<file path="src/rtl/segway_spi_pkg.sv">
// Shared types and constants for the Segway SPI arbiter.
// Imported by the request latch and the arbiter top.
package segway_spi_pkg;

  typedef enum logic [1:0] {
    IDLE,
    XFER,
    GAP
  } arb_state_t;

  typedef logic req_id_t;

  localparam logic [15:0] ABORT_DATA = 16'hDEAD;

endpackage

</file>
<file path="src/rtl/spi_req_latch.sv">
// One requester slot: pending flag, command capture,
// busy tracking through the done pulse, and drop detect.
module spi_req_latch
  import segway_spi_pkg::*;
(
  input  logic        clk,
  input  logic        rst_n,
  input  logic        wrt,
  input  logic [15:0] cmd,
  input  logic        grant,
  input  logic        done,
  output logic        pend,
  output logic [15:0] cmd_q,
  output logic        drop
);

  logic inflight;
  logic busy;

  assign busy = pend | inflight;
  assign drop = wrt & busy;

  // Accept a new command only when the slot is free.
  always_ff @(posedge clk or negedge rst_n) begin
    if (!rst_n) begin
      pend  <= 1'b0;
      cmd_q <= 16'h0000;
    end else if (wrt && !busy) begin
      pend  <= 1'b1;
      cmd_q <= cmd;
    end else if (grant) begin
      pend  <= 1'b0;
    end
  end

  // Owner stays busy from grant through its done cycle.
  always_ff @(posedge clk or negedge rst_n) begin
    if (!rst_n) begin
      inflight <= 1'b0;
    end else if (grant) begin
      inflight <= 1'b1;
    end else if (done) begin
      inflight <= 1'b0;
    end
  end

endmodule

</file>
<file path="src/rtl/spi_xfer_arb.sv">
// Arbiter sharing one SPI master between inertial (0)
// and A2D (1) requesters, with gap, starvation and timeout.
module spi_xfer_arb
  import segway_spi_pkg::*;
#(
  parameter int GAP_CLKS     = 8,
  parameter int STARVE_MAX   = 4,
  parameter int TIMEOUT_CLKS = 4096
) (
  input  logic        clk,
  input  logic        rst_n,
  input  logic        wrt0,
  input  logic        wrt1,
  input  logic [15:0] cmd0,
  input  logic [15:0] cmd1,
  output logic        done0,
  output logic        done1,
  output logic [15:0] rd_data0,
  output logic [15:0] rd_data1,
  output logic        m_wrt,
  output logic [15:0] m_cmd,
  input  logic        m_done,
  input  logic [15:0] m_rd_data,
  input  logic        m_SS_n,
  output logic        SS0_n,
  output logic        SS1_n,
  input  logic        MISO0,
  input  logic        MISO1,
  output logic        m_MISO,
  output logic        err
);

  localparam int TW = $clog2(TIMEOUT_CLKS);
  localparam int GW = $clog2(GAP_CLKS + 1);
  localparam int SW = $clog2(STARVE_MAX + 1);

  localparam logic [TW-1:0] T_LAST = TW'(TIMEOUT_CLKS - 1);
  localparam logic [GW-1:0] G_LAST = GW'(GAP_CLKS - 1);
  localparam logic [SW-1:0] S_MAX  = SW'(STARVE_MAX);

  arb_state_t    state;
  req_id_t       owner;
  logic [TW-1:0] timer;
  logic [GW-1:0] gap_cnt;
  logic [SW-1:0] starve;

  logic        pend0, pend1;
  logic [15:0] cmd0_q, cmd1_q;
  logic        drop0, drop1;
  logic        pick1, grant_go;
  logic        grant0, grant1;
  logic        timeout;

  spi_req_latch u_req0 (
    .clk   (clk),
    .rst_n (rst_n),
    .wrt   (wrt0),
    .cmd   (cmd0),
    .grant (grant0),
    .done  (done0),
    .pend  (pend0),
    .cmd_q (cmd0_q),
    .drop  (drop0)
  );

  spi_req_latch u_req1 (
    .clk   (clk),
    .rst_n (rst_n),
    .wrt   (wrt1),
    .cmd   (cmd1),
    .grant (grant1),
    .done  (done1),
    .pend  (pend1),
    .cmd_q (cmd1_q),
    .drop  (drop1)
  );

  // A2D wins when alone or once inertial has had its run.
  assign pick1    = pend1 & (~pend0 | (starve == S_MAX));
  assign grant_go = (state == IDLE) & (pend0 | pend1);
  assign grant0   = grant_go & ~pick1;
  assign grant1   = grant_go & pick1;
  assign timeout  = (state == XFER) & ~m_done
                  & (timer == T_LAST);

  assign SS0_n  = (state == XFER && owner == 1'b0)
                ? m_SS_n : 1'b1;
  assign SS1_n  = (state == XFER && owner == 1'b1)
                ? m_SS_n : 1'b1;
  assign m_MISO = owner ? MISO1 : MISO0;

  // Bus sequencer: grant, transfer, inter-frame gap.
  always_ff @(posedge clk or negedge rst_n) begin
    if (!rst_n) begin
      state    <= IDLE;
      owner    <= 1'b0;
      timer    <= '0;
      gap_cnt  <= '0;
      m_wrt    <= 1'b0;
      m_cmd    <= 16'h0000;
      done0    <= 1'b0;
      done1    <= 1'b0;
      rd_data0 <= 16'h0000;
      rd_data1 <= 16'h0000;
    end else begin
      m_wrt <= 1'b0;
      done0 <= 1'b0;
      done1 <= 1'b0;
      unique case (state)
        IDLE: begin
          if (grant_go) begin
            state <= XFER;
            owner <= pick1;
            m_wrt <= 1'b1;
            m_cmd <= pick1 ? cmd1_q : cmd0_q;
            timer <= '0;
          end
        end
        XFER: begin
          if (m_done || timeout) begin
            if (owner) begin
              rd_data1 <= m_done ? m_rd_data : ABORT_DATA;
              done1    <= 1'b1;
            end else begin
              rd_data0 <= m_done ? m_rd_data : ABORT_DATA;
              done0    <= 1'b1;
            end
            gap_cnt <= '0;
            state   <= GAP;
          end else begin
            timer <= timer + 1'b1;
          end
        end
        GAP: begin
          if (gap_cnt == G_LAST) begin
            state <= IDLE;
          end else begin
            gap_cnt <= gap_cnt + 1'b1;
          end
        end
        default: state <= IDLE;
      endcase
    end
  end

  // Count inertial wins that happen while A2D waits.
  always_ff @(posedge clk or negedge rst_n) begin
    if (!rst_n) begin
      starve <= '0;
    end else if (!pend1 || grant1) begin
      starve <= '0;
    end else if (grant0 && starve != S_MAX) begin
      starve <= starve + 1'b1;
    end
  end

  // Sticky fault: dropped request or aborted frame.
  always_ff @(posedge clk or negedge rst_n) begin
    if (!rst_n) begin
      err <= 1'b0;
    end else if (drop0 || drop1 || timeout) begin
      err <= 1'b1;
    end
  end

endmodule

</file>
<file path="config.mk">
export PLATFORM = sky130hd
export DESIGN_NAME = spi_xfer_arb
export DESIGN_NICKNAME = d
export VERILOG_FILES = /design/src/rtl/segway_spi_pkg.sv /design/src/rtl/spi_req_latch.sv /design/src/rtl/spi_xfer_arb.sv
export SDC_FILE = /design/constraint.sdc
export NUM_CORES = 1
export LEC_CHECK = 0
export BUFFER_PORTS_ARGS = -buffer_cell sky130_fd_sc_hd__buf_4
export CORE_MARGIN = 3
export CORE_UTILIZATION = 48
export DETAILED_ROUTE_END_ITERATION = 8
export MAX_ROUTING_LAYER = met4
export PLACE_DENSITY = 0.81
export SLEW_MARGIN = 20
export SYNTH_ARGS = -nofsm -noshare
export SYNTH_HDL_FRONTEND = slang
export SYNTH_SLANG_ARGS = --single-unit
export TNS_END_PERCENT = 10
</file>
<file path="constraint.sdc">
create_clock -name clk -period 1.6 [get_ports clk]
set_input_delay 0.32 -clock clk [delete_from_list [all_inputs] [get_ports clk]]
set_output_delay 0.32 -clock clk [all_outputs]
set_load 0.05 [all_outputs]
</file>
==> metrics, run 1 <==
cell count after synthesis 400; num ports 111; Remaining DRCs 0; total wire length 11600 um; status complete, but fails checks; Mapped Nets 460; Crit path arrival time 1.39 ns; VDD IR max about 1.1 mV; CTS Buffer Depth 2; final instance area between 6000 and 7000 um^2; commonest non-fill, non-tap cell in the layout buf_4; Syn Area/Cell between 10 and 15 um^2; grt ovf 0; area grow syn2layout 34.8%; Worst Path Buf+Inv 1; Seq/Total Area, Yosys 57.8%; 1st-iter DRT viols between 200 and 250; max-slew violations 0; placed cell area 5930 um^2; initial antenna violation count 0; Synth Warn # 0; Num CTS Buffers 9; Final #Nets 602; CP top delay family flip-flops; DRT Pass-1 Iters 4; PortBufs 110; pin count of the biggest net entering global routing 108; setup ws final -0.112 ns; share of layout cells above drive strength 1 45.5%; Cell Chain, Critical Path or3_4, buf_8; crit-path max FO 7; htree depth 3; fmax around 0.6 GHz; top-area cell type share of the netlist area 57.8%; core area 9460 um^2; Max Cap Violations 0; Die Footprint approximately 11000 um^2; Final Non-Filler Cells 676; synth top area cells dfrtp_1, mux2_2, nand2_1; Antenna Nets Post-Route 0; period utilisation layout 107%; post-synth top area cell dfrtp_1; die height between 100 and 150 um; ys flop type dfrtp_1; clock skew 0.0207 ns; crit path time final 1.71 ns; vias between 3000 and 4000; RSZ-0062 raised after global routing true; routed vias/inst between 5 and 6; CTS Sinks 110; FF+latch count, synth 110; Static Leak 2.98 nW; Hold WS around 0.17 ns; failing checks setup timing; DR WL/cell approximately 17 um; Antenna diodes 0; WS Path Type reg2out; initial cell density of the core between 50 and 60%; gr usage total a little over a fifth; worst min-delay path category in2reg; Netlist Area Pre-Place 4760 um^2; most frequent cells in the layout buf_4, dfrtp_1, nand2_1, mux2_2, nor2_1; global-route wire length before repair 18500 um; Final Hold Fails 0; EDFF count, synth 0; num rows 35; Final GP Congestion 0.898; Synth cell types 52; Async S/R FF share, synth 100%; critical path's slowest cell dfrtp_2; Worst setup SP type register; placed cells 649; die width 106 um; clock root buffer clkbuf_8; CTS tree built; worst-skew pair later-pin latency 0.38 ns; CTS clk-pin slew, worst paths ~0.12 ns; dpl hpwl 7960 um; fill cell count 726; Slew headroom 63.1%; endpoint type of the worst setup path output port; worst slew pin tran 0.553 ns; PD cells 2140 nW/um^2; vias in the first global route 3844; # setup viols final 12; Critical Path Max Stage Delay 0.48 ns; CP required 1.28 ns
worst paths after layout:
kind | cells after the start | startpoint | endpoint | slack, ns
max | 2 | owner$_DFFE_PN0P_ | SS0_n | -0.11
max reg2reg | 6 | timer[0]$_DFFE_PN0P_ | timer[10]$_DFFE_PN0P_ | -0.09
min reg2reg | 2 | m_cmd[14]$_DFFE_PN0P_ | m_cmd[14]$_DFFE_PN0P_ | 0.48
min | 2 | cmd1[1] | u_req1.cmd_q[1]$_DFFE_PN0P_ | 0.17
min in group asynchronous | 2 | rst_n | u_req1.cmd_q[11]$_DFFE_PN0P_ | 0.28
max in group asynchronous | 3 | rst_n | owner$_DFFE_PN0P_ | 0.57
logic make-up (layout without fill, tap and decap cells):
group / after synthesis / in the layout / share of synthesized area, %
and+or+nand+nor: 113 / 113 / 12.0
DFF: 110 / 110 / 57.8
AOI/OAI and AO/OA: 95 / 95 / 15.7
buffers and inverters: 40 / 187 / 4.60
muxes: 37 / 37 / 8.65
adders and majority gates: 4 / 4 / 1.05
xor gates and xnor gates: 1 / 1 / 0.184
state kept, by name, summed over array words and instances, names as in the netlist, 2 cells and up:
| register | count |
|---|---|
| rd_data0 | 16 |
| m_cmd | 16 |
| rd_data1 | 16 |
| u_req0.cmd_q | 16 |
| timer | 12 |
| state | 2 |
| gap_cnt | 4 |
| u_req1.cmd_q | 16 |
| starve | 3 |
metrics by stage:
| stage | setup slack [ns] | TNS, ns | utilization, % | power [mW] |
|---|---|---|---|---|
| 3_5_place_dp | -0.209 | -1.56 | 62.7 | 11.7 |
| 2_1_floorplan | -0.0309 | -0.210 | - | 9.39 |
| 6_report | -0.112 | -0.717 | 67.8 | 13.8 |
| 4_1_cts | -0.131 | -0.872 | 66.4 | 13.6 |
| 5_1_grt | -0.169 | -1.83 | 67.8 | 14.5 |
| 3_3_place_gp | -0.0998 | -0.581 | 62.7 | 11.4 |
Yosys cell counts, types with 2 or more instances:
cell type	instances
dfrtp_1	110
a32o_1	5
nor3_1	2
o32a_1	7
nand4_1	3
nand4b_1	2
inv_1	14
and2_1	4
ha_1	4
buf_6	8
o32a_2	4
a21oi_1	8
o21bai_1	2
a22oi_1	16
mux2i_1	4
nand3_1	15
a21o_1	7
clkbuf_1	10
and4_1	3
o21ai_1	2
nand2_1	49
and2b_1	2
a31oi_1	5
nand2b_1	3
mux2_2	33
nor2_1	17
and3_1	4
o21ai_0	9
buf_2	7
o22ai_1	10
a2bb2oi_1	10
repair_timing:
action | CTS | global route
buffers inserted | 7 | 3
pin swaps | 10 | 13
endpoints found under the hold margin | 3 | 0
setup endpoints to repair | 44 | 64
gates resized for setup | 22 | 23
hold buffers | 1 | 0
cloned | 0 | 0
power by group:
part / leakage, nW / internal [mW] / switching, mW / total, mW
sequential: 1.34 / 3.98 / 0.757 / 4.74
clock: 0.0946 / 0.619 / 1.06 / 1.68
combinational: 1.55 / 2.83 / 4.52 / 7.35
total: 2.98 / 7.43 / 6.34 / 13.8
metal layers:
metal	global-route usage [%]	vias up	wire, um
met3	4.23	23	584
met4	5.92	0	175
met2	35.8	112	6020
li1	-	1733	-
met5	-	-	0
met1	26.4	1843	4830
layout make-up:
class	count	area (um^2)	share of cell area, %
Tap cell	129	161	2.52
Sequential cell	110	2750	42.9
Timing Repair Buffer	156	1270	19.7
Inverter	15	57.6	0.897
Clock buffer	9	124	1.93
Multi-Input combinational cell	250	1980	30.9
Clock inverter	7	73.8	1.15
Note: power is estimated with default switching activity, not from simulation.
==> run 2, diff against run 1 <==
--- a/config.mk
+++ b/config.mk
@@ -5,12 +5,13 @@
 export SDC_FILE = /design/constraint.sdc
 export NUM_CORES = 1
 export LEC_CHECK = 0
+export ABC_AREA = 1
 export BUFFER_PORTS_ARGS = -buffer_cell sky130_fd_sc_hd__buf_4
 export CORE_MARGIN = 3
-export CORE_UTILIZATION = 48
+export CORE_UTILIZATION = 49
 export DETAILED_ROUTE_END_ITERATION = 8
 export MAX_ROUTING_LAYER = met4
-export PLACE_DENSITY = 0.81
+export PLACE_DENSITY = 0.82
 export SLEW_MARGIN = 20
 export SYNTH_ARGS = -nofsm -noshare
 export SYNTH_HDL_FRONTEND = slang
==> run 2 against run 1 <==
  * The run still ends with setup timing left
  * Clock power decreased by 5%
  * Area after synthesis up 1.3%
  * Via count increased by 8.4%
  * Combinational power fell by 11%
  * Sequential share of layout area increased by 0.43 points
  * Register-to-register slack improved by 0.09 ns
  * Cell area shrank 0.99%
  * Global-route usage rose by 1.1 points
  * First-iteration DRC count increased by 19%
  * Critical path depth up 2
  * Largest cell class unchanged
==> metrics, run 2 <==
final instance area 6350 um^2; CTS tree built; Slew headroom 68.2%; CTS Buffer Depth 2; commonest cells in the synthesized netlist nand2_1, dfrtp_1, nand3_1; die width 105 um; FF+latch count, synth 110; 1st-iter DRT viols 257; Worst Path Buf+Inv 2; switch share 46.8%; worst slew pin tran 0.476 ns; max-slew violations 0; PD cells 2020 nW/um^2; top-area cell type share of the netlist area a little under three fifths; reg-to-reg setup timing slack 0 ns; Static Leak about 3.3 nW; fmax 0.621 GHz; Final Hold Fails 0; Num CTS Buffers 9; failing checks setup timing; cell count after synthesis 514; clock skew 0.0179 ns; post-synth top area cell dfrtp_1; dpl hpwl 8380 um; most frequent cells in the layout nand2_1, buf_4, dfrtp_1, nand3_1, mux2_2; Crit path arrival time 1.29 ns; sw power roughly 6 mW; vias about 4000; critical path's slowest cell dfrtp_1; Final GP Congestion 0.867; clock power share 12.4%; PortBufs 110; Antenna diodes 0; crit-path max FO 2; clock root buffer clkbuf_8; Final #Nets 712; setup ws final -0.00955 ns; vias in the first global route 4111; Comb power frac slightly above 50%; Mapped Nets 574; global-route wire length before repair 19400 um; CP required 1.28 ns; top-count cell post-synth nand2_1; EDFF count, synth 0; Antenna Nets Post-Route 0; # setup viols final 2; area grow syn2layout 31.8%; Synth Warn # 0; initial antenna violation count 0; grt ovf 0; Die Footprint 11100 um^2; htree depth 3; num rows 35; RSZ-0062 raised after global routing true; Critical Path Max Stage Delay 0.43 ns; routed vias/inst 5.12; DR WL/cell 15.4 um; status complete, but fails checks; share of layout cells above drive strength 1 34.9%; initial cell density of the core 51.2%; Setup TNS -0.00992 ns; core area approximately 9400 um^2; Synth cell types 31; ys flop type dfrtp_1; VDD IR max 1.21 mV; Remaining DRCs 0; crit path time final 1.61 ns; CP top delay family flip-flops; Cell Chain, Critical Path buf_6, nor2_4, nand2_4, buf_6; total wire length around 12000 um; die height 105 um; Hold WS around 0.16 ns; synth top area cells dfrtp_1, nand2_1, mux2_2; commonest non-fill, non-tap cell in the layout nand2_1; num ports about 110; Netlist Area Pre-Place between 4000 and 5000 um^2; endpoint type of the worst setup path output port; gr usage total 22.4%; part of the power in registers 36.4%; WS Path Type reg2out; Int Pwr 6.84 mW; Seq/Total Area, Yosys between 50% and 60%; worst-skew pair later-pin latency 0.38 ns; worst min-delay path category in2reg; CTS Sinks 110; Max Cap Violations 0; DRT Pass-1 Iters 5; CP most frequent cell buf_6; Worst setup SP type register; Async S/R FF share, synth 100%; CTS clk-pin slew, worst paths 0.11 ns; pin count of the biggest net entering global routing 56; placed cell area 5930 um^2; Syn Area/Cell 9.38 um^2; period utilisation layout 101%
[run 2: worst paths after layout]
path                                          start                            to  depth (start not counted)
setup / recovery                  owner$_DFFE_PN0P_                         SS0_n                          4
hold / removal                             cmd0[10]  u_req0.cmd_q[10]$_DFFE_PN0P_                          2
setup reg to reg               timer[1]$_DFFE_PN0P_       rd_data0[2]$_DFFE_PN0P_                          9
hold reg to reg            rd_data0[13]$_DFFE_PN0P_      rd_data0[13]$_DFFE_PN0P_                          2
max in group asynchronous                     rst_n         starve[2]$_DFFE_PN0P_                          3
min in group asynchronous                     rst_n       rd_data0[1]$_DFFE_PN0P_                          2
[run 2: cell families after synthesis]
group / Yosys count / share of synthesized area [%]
compound gates: 25 / 3.19
fa+ha+maj: 4 / 1.04
simple gates: 291 / 26.1
flops: 110 / 57.1
buf+inv: 49 / 4.67
mux: 30 / 7.01
xor+xnor: 5 / 0.908
[run 2: per-stage QoR]
step                util [%]  total power, mW  cells  worst slack, ns
floorplan                  -             8.83    514         -0.00686
global placement        63.0             10.8    758           0.0934
detailed placement      63.0             11.0    758          -0.0108
CTS                     66.2             12.7    782         -0.00824
global route            67.5             13.6    785          -0.0655
finish                  67.5             12.8    785         -0.00955
[run 2: layout make-up]
cell class                      instances  area, um^2
Clock buffer                           10         138
Clock inverter                          5        43.8
Fill cell                             694        3060
Inverter                               32         123
Multi-Input combinational cell        356        1950
Sequential cell                       110        2750
Tap cell                              129         161
Timing Repair Buffer                  143        1180
[run 2: layer usage]
layer  wire [um]  GRT usage, %
met3         732          5.19
met2        6020          36.0
met1        5000          27.8
met4         331          7.78
met5           0             -
[run 2: power groups by stage]
stage	logic [mW]	clock network, mW	registers, mW
after CTS	6.48	1.60	4.65
after detailed placement	6.30	0	4.68
after floorplan	2.22	0	6.61
after global placement	6.12	0	4.64
after global routing	7.03	1.73	4.82
final	6.57	1.59	4.67
[run 2: what timing repair did]
action / in CTS / in global routing
gates cloned: 0 / 2
pin swaps: 4 / 19
hold buffers: 1 / 0
setup endpoints to repair: 24 / 69
gates resized for setup: 12 / 22
hold endpoints to repair: 17 / 0
setup buffers: 8 / 1
